**config.mk**
```make
export PLATFORM = sky130hd
export DESIGN_NAME = rsa_job_ctrl_flat
export DESIGN_NICKNAME = d
export VERILOG_FILES = /design/src/rtl/rsa_pkg.sv /design/src/rtl/rsa_job_ctrl_if.sv /design/src/rtl/prio_enc.sv /design/src/rtl/rsa_job_ctrl.sv /design/src/flat_wrapper.sv
export SDC_FILE = /design/constraint.sdc
export NUM_CORES = 1
export LEC_CHECK = 0
export CORE_ASPECT_RATIO = 0.8
export CORE_MARGIN = 2
export CORE_UTILIZATION = 25
export CTS_CLUSTER_SIZE = 20
export DETAILED_ROUTE_END_ITERATION = 8
export GPL_TIMING_DRIVEN = 1
export HOLD_SLACK_MARGIN = 0.03
export PLACE_DENSITY = 0.49
export SLEW_MARGIN = 20
export SYNTH_ARGS = -nofsm -noshare
export SYNTH_HDL_FRONTEND = slang
export SYNTH_SLANG_ARGS = --single-unit
```
**constraint.sdc**
```tcl
create_clock -name clk -period 6 [get_ports clk]
set_input_delay 1.2 -clock clk [delete_from_list [all_inputs] [get_ports clk]]
set_output_delay 1.2 -clock clk [all_outputs]
set_load 0.01 [all_outputs]
```
**src/rtl/rsa_pkg.sv**
```systemverilog
// Shared definitions for the RSA job controller and its command wrappers.
//   rsa_job_state_t : controller state encoding
//   RSA_ST_*        : job status codes reported on the status output
//   id_width()      : width of a source index, never less than one bit
package rsa_pkg;

   typedef enum logic [1:0] {
      StIdle,
      StClear,
      StRun,
      StDone
   } rsa_job_state_t;

   localparam logic [1:0] RSA_ST_NONE    = 2'b00;
   localparam logic [1:0] RSA_ST_OK      = 2'b01;
   localparam logic [1:0] RSA_ST_ABORTED = 2'b10;
   localparam logic [1:0] RSA_ST_TIMEOUT = 2'b11;

   function automatic int unsigned id_width(input int unsigned n);
      return (n > 1) ? $clog2(n) : 1;
   endfunction

endpackage

```
**src/rtl/rsa_job_ctrl_if.sv**
```systemverilog
// Command/status bundle between the command wrappers, the job controller and the RSA unit.
//   master : command side (drives requests, unit feedback), observes status
//   slave  : the job controller
// Signals: ena, start_req, stop_req, irq_clr, timeout_val, unit_eoc, unit_c (to controller);
//          unit_en, unit_rstb, busy, result, status, src_id, irq, start_dropped (from it).
interface rsa_job_ctrl_if
   import rsa_pkg::*;
#(
   parameter int unsigned WIDTH     = 8,
   parameter int unsigned NUM_SRC   = 2,
   parameter int unsigned TIMEOUT_W = 16
) ();

   localparam int unsigned ID_W = id_width(NUM_SRC);

   logic                 ena;
   logic [NUM_SRC-1:0]   start_req;
   logic [NUM_SRC-1:0]   stop_req;
   logic                 irq_clr;
   logic [TIMEOUT_W-1:0] timeout_val;
   logic                 unit_eoc;
   logic [WIDTH-1:0]     unit_c;

   logic                 unit_en;
   logic                 unit_rstb;
   logic                 busy;
   logic [WIDTH-1:0]     result;
   logic [1:0]           status;
   logic [ID_W-1:0]      src_id;
   logic                 irq;
   logic                 start_dropped;

   modport master (
      output ena, start_req, stop_req, irq_clr, timeout_val, unit_eoc, unit_c,
      input  unit_en, unit_rstb, busy, result, status, src_id, irq, start_dropped
   );

   modport slave (
      input  ena, start_req, stop_req, irq_clr, timeout_val, unit_eoc, unit_c,
      output unit_en, unit_rstb, busy, result, status, src_id, irq, start_dropped
   );

endinterface

```
**src/rtl/prio_enc.sv**
```systemverilog
// Lowest-index-wins priority encoder.
//   req   : request vector, bit 0 has highest priority
//   idx   : index of the lowest set bit (0 when none set)
//   valid : at least one request bit set
module prio_enc #(
   parameter int unsigned N    = 2,
   parameter int unsigned ID_W = 1
) (
   input  logic [N-1:0]    req,
   output logic [ID_W-1:0] idx,
   output logic            valid
);

   always_comb begin
      idx   = '0;
      valid = |req;
      // Scan downward so the lowest set bit is the last one written.
      for (int i = N - 1; i >= 0; i--) begin
         if (req[i]) begin
            idx = ID_W'(i);
         end
      end
   end

endmodule

```
**src/rtl/rsa_job_ctrl.sv**
```systemverilog
// RSA job controller: arbitrates start/stop from NUM_SRC sources, sequences reset/enable of the
// modular-exponentiation unit, enforces a programmable RUN timeout, latches the result and raises
// sticky interrupt / dropped-start flags.
//   clk, rst : clock, asynchronous active-high reset
//   bus      : rsa_job_ctrl_if slave port (commands, unit feedback, unit control, status)
module rsa_job_ctrl
   import rsa_pkg::*;
#(
   parameter int unsigned WIDTH     = 8,
   parameter int unsigned NUM_SRC   = 2,
   parameter int unsigned TIMEOUT_W = 16
) (
   input logic         clk,
   input logic         rst,
   rsa_job_ctrl_if.slave bus
);

   localparam int unsigned ID_W = id_width(NUM_SRC);

   rsa_job_state_t       state_q;
   logic [TIMEOUT_W-1:0] cnt_q;
   logic                 en_q;
   logic                 rstb_q;
   logic                 busy_q;
   logic [WIDTH-1:0]     result_q;
   logic [1:0]           status_q;
   logic [ID_W-1:0]      src_id_q;
   logic                 irq_q;
   logic                 dropped_q;

   logic                 start_any;
   logic [ID_W-1:0]      start_idx;
   logic                 stop_any;
   logic                 timeout_hit;
   logic                 run_exit;
   logic                 drop;

   prio_enc #(
      .N    (NUM_SRC),
      .ID_W (ID_W)
   ) u_prio_enc (
      .req   (bus.start_req),
      .idx   (start_idx),
      .valid (start_any)
   );

   assign stop_any    = |bus.stop_req;
   assign timeout_hit = (bus.timeout_val != '0) &&
                        (cnt_q == bus.timeout_val - TIMEOUT_W'(1));
   // Every way out of RUN, in one term, so irq cannot miss an exit path.
   assign run_exit    = bus.ena && (state_q == StRun) &&
                        (bus.unit_eoc || stop_any || timeout_hit);
   assign drop        = bus.ena && start_any &&
                        ((state_q == StClear) || (state_q == StRun));

   always_ff @(posedge clk or posedge rst) begin
      if (rst) begin
         state_q   <= StIdle;
         cnt_q     <= '0;
         en_q      <= 1'b0;
         rstb_q    <= 1'b0;
         busy_q    <= 1'b0;
         result_q  <= '0;
         status_q  <= RSA_ST_NONE;
         src_id_q  <= '0;
         irq_q     <= 1'b0;
         dropped_q <= 1'b0;
      end else begin
         // Sticky flags: a new event beats a coincident clear. irq_clr works even with ena low.
         if (run_exit) begin
            irq_q <= 1'b1;
         end else if (bus.irq_clr) begin
            irq_q <= 1'b0;
         end

         if (drop) begin
            dropped_q <= 1'b1;
         end else if (bus.irq_clr) begin
            dropped_q <= 1'b0;
         end

         if (bus.ena) begin
            case (state_q)
               StIdle, StDone: begin
                  if (start_any) begin
                     state_q  <= StClear;
                     src_id_q <= start_idx;
                     cnt_q    <= '0;
                     en_q     <= 1'b0;
                     rstb_q   <= 1'b0;
                     busy_q   <= 1'b1;
                  end
               end
               StClear: begin
                  state_q <= StRun;
                  en_q    <= 1'b1;
                  rstb_q  <= 1'b1;
               end
               StRun: begin
                  if (cnt_q != '1) begin
                     cnt_q <= cnt_q + TIMEOUT_W'(1);
                  end
                  if (bus.unit_eoc) begin
                     // Unit stays out of reset so it keeps presenting C.
                     state_q  <= StDone;
                     result_q <= bus.unit_c;
                     status_q <= RSA_ST_OK;
                     en_q     <= 1'b0;
                     busy_q   <= 1'b0;
                  end else if (stop_any) begin
                     state_q  <= StIdle;
                     status_q <= RSA_ST_ABORTED;
                     en_q     <= 1'b0;
                     rstb_q   <= 1'b0;
                     busy_q   <= 1'b0;
                  end else if (timeout_hit) begin
                     state_q  <= StIdle;
                     status_q <= RSA_ST_TIMEOUT;
                     en_q     <= 1'b0;
                     rstb_q   <= 1'b0;
                     busy_q   <= 1'b0;
                  end
               end
               default: begin
                  state_q <= StIdle;
               end
            endcase
         end
      end
   end

   // ena gates the enable immediately so a frozen RUN never clocks the unit.
   assign bus.unit_en       = en_q & bus.ena;
   assign bus.unit_rstb     = rstb_q;
   assign bus.busy          = busy_q;
   assign bus.result        = result_q;
   assign bus.status        = status_q;
   assign bus.src_id        = src_id_q;
   assign bus.irq           = irq_q;
   assign bus.start_dropped = dropped_q;

endmodule

```
**src/flat_wrapper.sv**
```systemverilog
// flat-port wrapper written by rule: the top's interface ports become plain ports
module rsa_job_ctrl_flat import rsa_pkg::*;
#(
   parameter int unsigned WIDTH     = 8,
   parameter int unsigned NUM_SRC   = 2,
   parameter int unsigned TIMEOUT_W = 16
)
  (clk, rst, bus_ena, bus_start_req, bus_stop_req, bus_irq_clr, bus_timeout_val, bus_unit_eoc, bus_unit_c, bus_unit_en, bus_unit_rstb, bus_busy, bus_result, bus_status, bus_src_id, bus_irq, bus_start_dropped);
  rsa_job_ctrl_if #(.WIDTH(WIDTH), .NUM_SRC(NUM_SRC), .TIMEOUT_W(TIMEOUT_W)) bus_i ();
  input logic clk;
  input logic rst;
  input wire logic [$bits(bus_i.ena)-1:0] bus_ena;
  input wire logic [$bits(bus_i.start_req)-1:0] bus_start_req;
  input wire logic [$bits(bus_i.stop_req)-1:0] bus_stop_req;
  input wire logic [$bits(bus_i.irq_clr)-1:0] bus_irq_clr;
  input wire logic [$bits(bus_i.timeout_val)-1:0] bus_timeout_val;
  input wire logic [$bits(bus_i.unit_eoc)-1:0] bus_unit_eoc;
  input wire logic [$bits(bus_i.unit_c)-1:0] bus_unit_c;
  output wire logic [$bits(bus_i.unit_en)-1:0] bus_unit_en;
  output wire logic [$bits(bus_i.unit_rstb)-1:0] bus_unit_rstb;
  output wire logic [$bits(bus_i.busy)-1:0] bus_busy;
  output wire logic [$bits(bus_i.result)-1:0] bus_result;
  output wire logic [$bits(bus_i.status)-1:0] bus_status;
  output wire logic [$bits(bus_i.src_id)-1:0] bus_src_id;
  output wire logic [$bits(bus_i.irq)-1:0] bus_irq;
  output wire logic [$bits(bus_i.start_dropped)-1:0] bus_start_dropped;
  assign bus_i.ena = bus_ena;
  assign bus_i.start_req = bus_start_req;
  assign bus_i.stop_req = bus_stop_req;
  assign bus_i.irq_clr = bus_irq_clr;
  assign bus_i.timeout_val = bus_timeout_val;
  assign bus_i.unit_eoc = bus_unit_eoc;
  assign bus_i.unit_c = bus_unit_c;
  assign bus_unit_en = bus_i.unit_en;
  assign bus_unit_rstb = bus_i.unit_rstb;
  assign bus_busy = bus_i.busy;
  assign bus_result = bus_i.result;
  assign bus_status = bus_i.status;
  assign bus_src_id = bus_i.src_id;
  assign bus_irq = bus_i.irq;
  assign bus_start_dropped = bus_i.start_dropped;
  rsa_job_ctrl #(.WIDTH(WIDTH), .NUM_SRC(NUM_SRC), .TIMEOUT_W(TIMEOUT_W)) u_core (.clk(clk), .rst(rst), .bus(bus_i));
endmodule
```
==> results of run 1 <==
## per-layer routing
metal | vias up | global-route usage (%) | part of all wire, %
met1 | 976 | 17.8 | 51
met2 | 26 | 19.4 | 45
met4 | 0 | 2.42 | 0.54
li1 | 1008 | - | -
met5 | - | 0 | 0
met3 | 5 | 2.95 | 3.5
## cells by family after synthesis
kind of cell | count (synthesis)
AOI/OAI and AO/OA | 52
xor gates and xnor gates | 22
adders and majority gates | 4
buffers and inverters | 20
DFF | 34
muxes | 14
and+or+nand+nor | 105
## critical path, delay by kind of cell
family | cells | cell delay, ns
and+or+nand+nor | 4 | 1.13
adders and majority gates | 1 | 0.22
AOI/OAI and AO/OA | 3 | 1.07
buffers and inverters | 2 | 0.58
muxes | 1 | 0.33
## area by class of cell
type	instances	share of cell area, %
clock buffers	7	2.96
clock inverters	1	0.172
inverters	13	1.67
multi-input cells	197	44.5
flip-flops and latches	34	29.2
well taps	112	4.81
repair buffers	49	16.7
## sequential cells by signal, indices dropped and copies added (netlist names)
name,cells
u_core.en_q,1
u_core.bus.status,2
u_core.state_q,2
u_core.bus.irq,1
u_core.bus.result,8
u_core.bus.start_dropped,1
u_core.bus.busy,1
u_core.bus.src_id,1
u_core.cnt_q,16
u_core.bus.unit_rstb,1
## Yosys cell counts, types with 9 or more instances
library cell | n | area (um^2)
dfrtp_1 | 34 | 851
inv_1 | 13 | 48.8
mux2_2 | 9 | 101
nand2_1 | 28 | 105
nand3_1 | 10 | 50.1
nor2_1 | 18 | 67.6
nor3_1 | 11 | 55.1
o21ai_0 | 13 | 65.1
xnor2_1 | 10 | 87.6
xor2_1 | 12 | 105
## through the flow
| stage | power [W] | instances | utilization (%) | setup slack [ns] | cell area [um^2] |
|---|---|---|---|---|---|
| 2_1_floorplan | 0.000501 | 251 | - | 2.08 | 2220 |
| 3_3_place_gp | 0.000668 | 405 | 33.0 | 1.40 | 2820 |
| 3_5_place_dp | 0.000671 | 405 | 33.0 | 1.32 | 2820 |
| 4_1_cts | 0.000854 | 413 | 34.1 | 1.62 | 2920 |
| 5_1_grt | 0.000905 | 413 | 34.1 | 1.43 | 2920 |
| 6_report | 0.000840 | 413 | 34.1 | 1.65 | 2920 |
## worst max path at each step
stage	to	slack, ns	depth (start not counted)	start
5_1_grt	u_core.bus.unit_rstb	1.43	11	bus_timeout_val[0]
4_1_cts	u_core.bus.unit_rstb	1.62	11	bus_timeout_val[0]
6_report	u_core.bus.unit_rstb	1.65	11	bus_timeout_val[0]
3_5_place_dp	u_core.bus.unit_rstb	1.32	11	bus_timeout_val[0]
2_1_floorplan	u_core.bus.unit_rstb	2.08	11	bus_timeout_val[0]
3_3_place_gp	u_core.bus.unit_rstb	1.40	11	bus_timeout_val[0]
## placed cells by master, fill, tap and decap left out, types with 9 or more instances in the layout
master,count
nand3_1,10
xnor2_1,10
nor2_1,18
mux2_2,9
o21ai_0,13
inv_1,13
clkdlybuf4s50_1,48
nor3_1,11
nand2_1,28
xor2_1,12
dfrtp_1,34
## power by group through the flow
stage	Clock, W	Sequential, W	Combinational (W)
floorplan	0	0.000348	0.000154
global placement	0	0.000331	0.000337
detailed placement	0	0.000332	0.000339
CTS	0.000186	0.000327	0.000340
global route	0.000195	0.000335	0.000375
finish	0.000179	0.000327	0.000335
==> results.sh, run 1 <==
export IMPL_status="completed"
export IMPL_combPwrFrac_pct=39.9
export IMPL_cts_resized=0
export IMPL_postCtsHoldBufs=0
export IMPL_yosys_warnings=0
export IMPL_clock_skew_ns=0.00882
export IMPL_cp_slowest_cell="clkdlybuf4s50_1"
export IMPL_regArea_um2=851
export IMPL_p_seq_share_pct=38.9
export IMPL_antenna_cells=0
export IMPL_startpoint_type="primary input"
export IMPL_synth_adder_area_share_pct=2.25
export IMPL_cts_buffers=5
export IMPL_gp_congestion=0.828
export IMPL_power_density_mw_per_mm2=288
export IMPL_dr_pass1_iters=4
export IMPL_wl_per_cell_um=13.9
export IMPL_maxCapViolations=0
export IMPL_nFillCells=910
export IMPL_p_sw_share_pct=33.2
export IMPL_dieWidth_um=109
export IMPL_layout_nets=337
export IMPL_whs_path_depth=1
export IMPL_slew_headroom_pct=40.2
export IMPL_initial_core_util_pct=26.0
export IMPL_portBuffers=48
export IMPL_finalCritPeriodShare_pct=72.6
export IMPL_grt_max_degree=35
export IMPL_path_cells="clkdlybuf4s50_1, inv_1, ha_1, or3b_1, or3_1, a2111o_1, a2111oi_2, nand4_1, o211ai_2, nand3_1, mux2_1"
export IMPL_cts_setup_buffers=0
export IMPL_cts_tree="built"
export IMPL_muxShareOfSynthArea_pct=6.92
export IMPL_final_hold_viol_count=0
export IMPL_rows=30
export IMPL_worstHoldEndpoint="u_core.bus.status[1]"
export IMPL_drtAntennaViolNets=0
export IMPL_holdCritPathClass="register to register"
export IMPL_worst_pin_slew_ns=0.885
export IMPL_pin_count=49
export IMPL_cts_buffer_depth=2
export IMPL_critPathMaxStageDelay_ns=0.49
export IMPL_rsz0062_at_grt="no"
export IMPL_clkPwrFrac_pct=21.3
export IMPL_hp_start="u_core.bus.status[1]"
export IMPL_cts_sinks=34
export IMPL_die_y_um=88.4
export IMPL_vdd_drop_max_mv=0.103
export IMPL_grt_usage_pct=12.5
export IMPL_fin_tns_setup_ns=0
export IMPL_path_class="primary input to register"
export IMPL_die_area_mm2=0.00967
export IMPL_syn_nets=288
export IMPL_synth_compound_area_share_pct=16.7
export IMPL_rr_worst_depth=7
export IMPL_place_hpwl_um=4450
export IMPL_path_clk_slew_ns=0.08
export IMPL_cts_htree_levels=2
export IMPL_syn_avg_cell_area_um2=8.86
export IMPL_synth_simple_area_share_pct=23.7
export IMPL_multi_input_area_mm2=0.00130
export IMPL_hold_slack_ns=0.490
export IMPL_syn_cell_area_mm2=0.00222
export IMPL_vias_per_cell=4.88
export IMPL_synthFlopType="dfrtp_1"
export IMPL_drt_wl_total_um=5750
export IMPL_rrSetupSlack_ns=2.92
export IMPL_grt_pass1_vias=1946
export IMPL_synth_cell_types=49
export IMPL_area_growth_syn_to_layout_pct=31.0
export IMPL_p_leak_nw=1.16
export IMPL_setup_viol=0
export IMPL_synth_seq_area_share_pct=38.2
export IMPL_reg2reg_to="u_core.cnt_q[9]"
export IMPL_layout_min_cycle_time_ns=4.35
export IMPL_drtIter0Drc=51
export IMPL_required_ns=6.18
export IMPL_synth_xor_area_share_pct=8.66
export IMPL_p_int_w=0.000561
export IMPL_synth_seq_cells=34
export IMPL_drive_gt1_share_pct=7.31
export IMPL_fmax_mhz=230
export IMPL_post_route_drc_count=0
export IMPL_grt_overflow_total=0
export IMPL_antenna_found_initial=0
export IMPL_clk_latency_ns=0.29
export IMPL_cp_data_arrival_time_ns=4.53
export IMPL_synth_edf_count=0
export IMPL_cts_root_buf="clkbuf_8"
export IMPL_coreArea_mm2=0.00856
export IMPL_synth_top_family_by_area="simple AND/OR/NAND/NOR gates"
export IMPL_power_switching_w=0.000279
export IMPL_path_max_fanout=7
export IMPL_reg2reg_from="u_core.state_q[0]"
export IMPL_synthArstFlopShare_pct=100
export IMPL_drv_slew=0
export IMPL_grt_pass1_wl_um=9510
export IMPL_end_kind="register"
export IMPL_synth_cells=251
export IMPL_via_count=2015
Power figures use the tool's default switching activity.
==> run 2, diff against run 1 <==
PLACE_DENSITY = 0.51   (was 0.49)
clock period = 3.6 ns   (was 6 ns; I/O delays follow)
==> results.sh, run 2 (synthesized netlist as in run 1, its figures left out) <==
export IMPL_hold_slack_ns=0.498
export IMPL_grt_max_degree=35
export IMPL_p_leak_nw=1.28
export IMPL_rr_worst_depth=8
export IMPL_drv_slew=0
export IMPL_timing_final_ws_setup_ns=0.256
export IMPL_largest_register_ffs=16
export IMPL_critPathMaxStageDelay_ns=0.43
export IMPL_vias_per_cell=4.84
export IMPL_layout_nets=357
export IMPL_fin_util_pct=36.1
export IMPL_p_sw_share_pct=33.3
export IMPL_path_buf_inv=1
export IMPL_multi_input_area_mm2=0.00133
export IMPL_path_max_fanout=3
export IMPL_initial_core_util_pct=26.0
export IMPL_p_seq_share_pct=38.8
export IMPL_required_ns=3.77
export IMPL_antenna_found_initial=0
export IMPL_vdd_drop_max_mv=0.300
export IMPL_layout_min_cycle_time_ns=3.34
export IMPL_whs_path_depth=1
export IMPL_clkPwrFrac_pct=18.7
export IMPL_holdCritPathClass="register to register"
export IMPL_dp_cells=424
export IMPL_slew_headroom_pct=69.6
export IMPL_cts_tree="built"
export IMPL_cts_sinks=34
export IMPL_grt_usage_pct=13.1
export IMPL_path_depth=9
export IMPL_maxCapViolations=0
export IMPL_path_class="primary input to register"
export IMPL_mostFrequentLayoutCells="clkdlybuf4s50_1, dfrtp_1, nand2_1, buf_4, nor2_1"
export IMPL_startpoint_type="primary input"
export IMPL_drive_gt1_share_pct=14.1
export IMPL_drtIter0Drc=95
export IMPL_path_cells="clkdlybuf4s50_1, or3b_4, or3_1, a2111o_1, a2111oi_4, nand4_1, o211ai_2, o21ai_2, mux2_1"
export IMPL_setup_viol=0
export IMPL_cts_buffer_depth=2
export IMPL_cts_htree_levels=2
export IMPL_fin_tns_setup_ns=0
export IMPL_status="completed"
export IMPL_post_route_drc_count=0
export IMPL_fmax_mhz=299
export IMPL_dp_slack_ns=-0.283
export IMPL_place_hpwl_um=4460
export IMPL_regMostFlops="u_core.cnt_q"
export IMPL_die_area_mm2=0.00967
export IMPL_coreArea_mm2=0.00856
export IMPL_grt_pass1_vias=1958
export IMPL_die_y_um=88.4
export IMPL_area_growth_syn_to_layout_pct=38.8
export IMPL_worst_pin_slew_ns=0.450
export IMPL_antenna_cells=0
export IMPL_end_kind="register"
export IMPL_drtAntennaViolNets=0
export IMPL_path_clk_slew_ns=0.06
export IMPL_gp_congestion=0.770
export IMPL_final_hold_viol_count=0
export IMPL_via_count=2090
export IMPL_final_common_cell="clkdlybuf4s50_1"
export IMPL_regArea_um2=851
export IMPL_power_switching_w=0.000471
export IMPL_drt_wl_total_um=5880
export IMPL_rows=30
export IMPL_clk_latency_ns=0.28
export IMPL_combPwrFrac_pct=42.4
export IMPL_portBuffers=48
export IMPL_cp_slowest_cell="clkdlybuf4s50_1"
export IMPL_grt_pass1_wl_um=9960
export IMPL_cp_data_arrival_time_ns=3.51
export IMPL_p_int_w=0.000942
export IMPL_rsz0062_at_grt="no"
export IMPL_nFillCells=901
export IMPL_clock_skew_ns=0.00399
export IMPL_power_density_mw_per_mm2=458
export IMPL_wl_per_cell_um=13.6
export IMPL_cts_buffers=5
export IMPL_cts_root_buf="clkbuf_8"
export IMPL_instances_no_fill=432
export IMPL_dieWidth_um=109
export IMPL_path_delay_family="compound AO/OA/AOI/OAI gates"
export IMPL_pin_count=49
export IMPL_dr_pass1_iters=4
export IMPL_finalCritPeriodShare_pct=92.9
export IMPL_grt_overflow_total=0
-- run 2: cell type report --
class | instances | share of cell area, %
multi-input combinational | 197 | 43.0
clock buffer | 7 | 2.47
sequential | 34 | 27.6
tap | 112 | 4.54
inverter | 13 | 1.58
timing repair buffer | 69 | 20.8
-- run 2: worst paths after layout --
path,from,to,slack [ns]
hold / removal,u_core.bus.status[1],u_core.bus.status[1],0.50
min in group asynchronous,rst,u_core.cnt_q[0],0.84
hold reg to reg,u_core.bus.status[1],u_core.bus.status[1],0.50
max in group asynchronous,rst,u_core.bus.irq,2.44
setup reg to reg,u_core.cnt_q[8],u_core.en_q,0.94
setup / recovery,bus_timeout_val[2],u_core.en_q,0.26
-- run 2: power groups by stage --
stage                     Sequential, W  Clock (W)  Combinational [W]
after floorplan                0.000580          0           0.000256
after global placement         0.000553          0           0.000589
after detailed placement       0.000553          0           0.000591
after CTS                      0.000550   0.000276           0.000597
after global routing           0.000565   0.000291           0.000668
final                          0.000549   0.000265           0.000600
-- run 2: timing repair --
action,CTS,global route
setup buffers,0,1
hold endpoints to repair,0,0
pin swaps,3,7
resized for setup,0,8
hold buffers,0,0
endpoints found under the setup margin,1,7
-- run 2: through the flow --
step                      area, um^2  total power, W
final                           3090         0.00141
after CTS                       3040         0.00142
after floorplan                 2220        0.000836
after global routing            3090         0.00152
after detailed placement        2970         0.00114
after global placement          2970         0.00114
-- run 2: per-layer routing --
layer,vias up,share of wire (%),track usage (%),wire length [um]
met5,-,0,0,0
met4,0,0.78,3.11,46
met3,6,8.5,4.12,502
met2,79,38,17.1,2220
met1,962,53,20.6,3110
li1,1043,-,-,-
-- run 2: worst register-to-register path, stage by stage, from the launching register on --
cell	delay [ns]
dfrtp_1	0.46
xnor2_1	0.19
or3_1	0.32
a2111o_1	0.42
a2111oi_4	0.36
nand4_1	0.16
o211ai_2	0.24
o21ai_2	0.09
mux2_1	0.32
==> run 3, diff against run 2 <==
GPL_TIMING_DRIVEN = not set   (was 1)
==> results of run 3 <==
No change in the layout: final DEF, timing and power equal those of run 2.
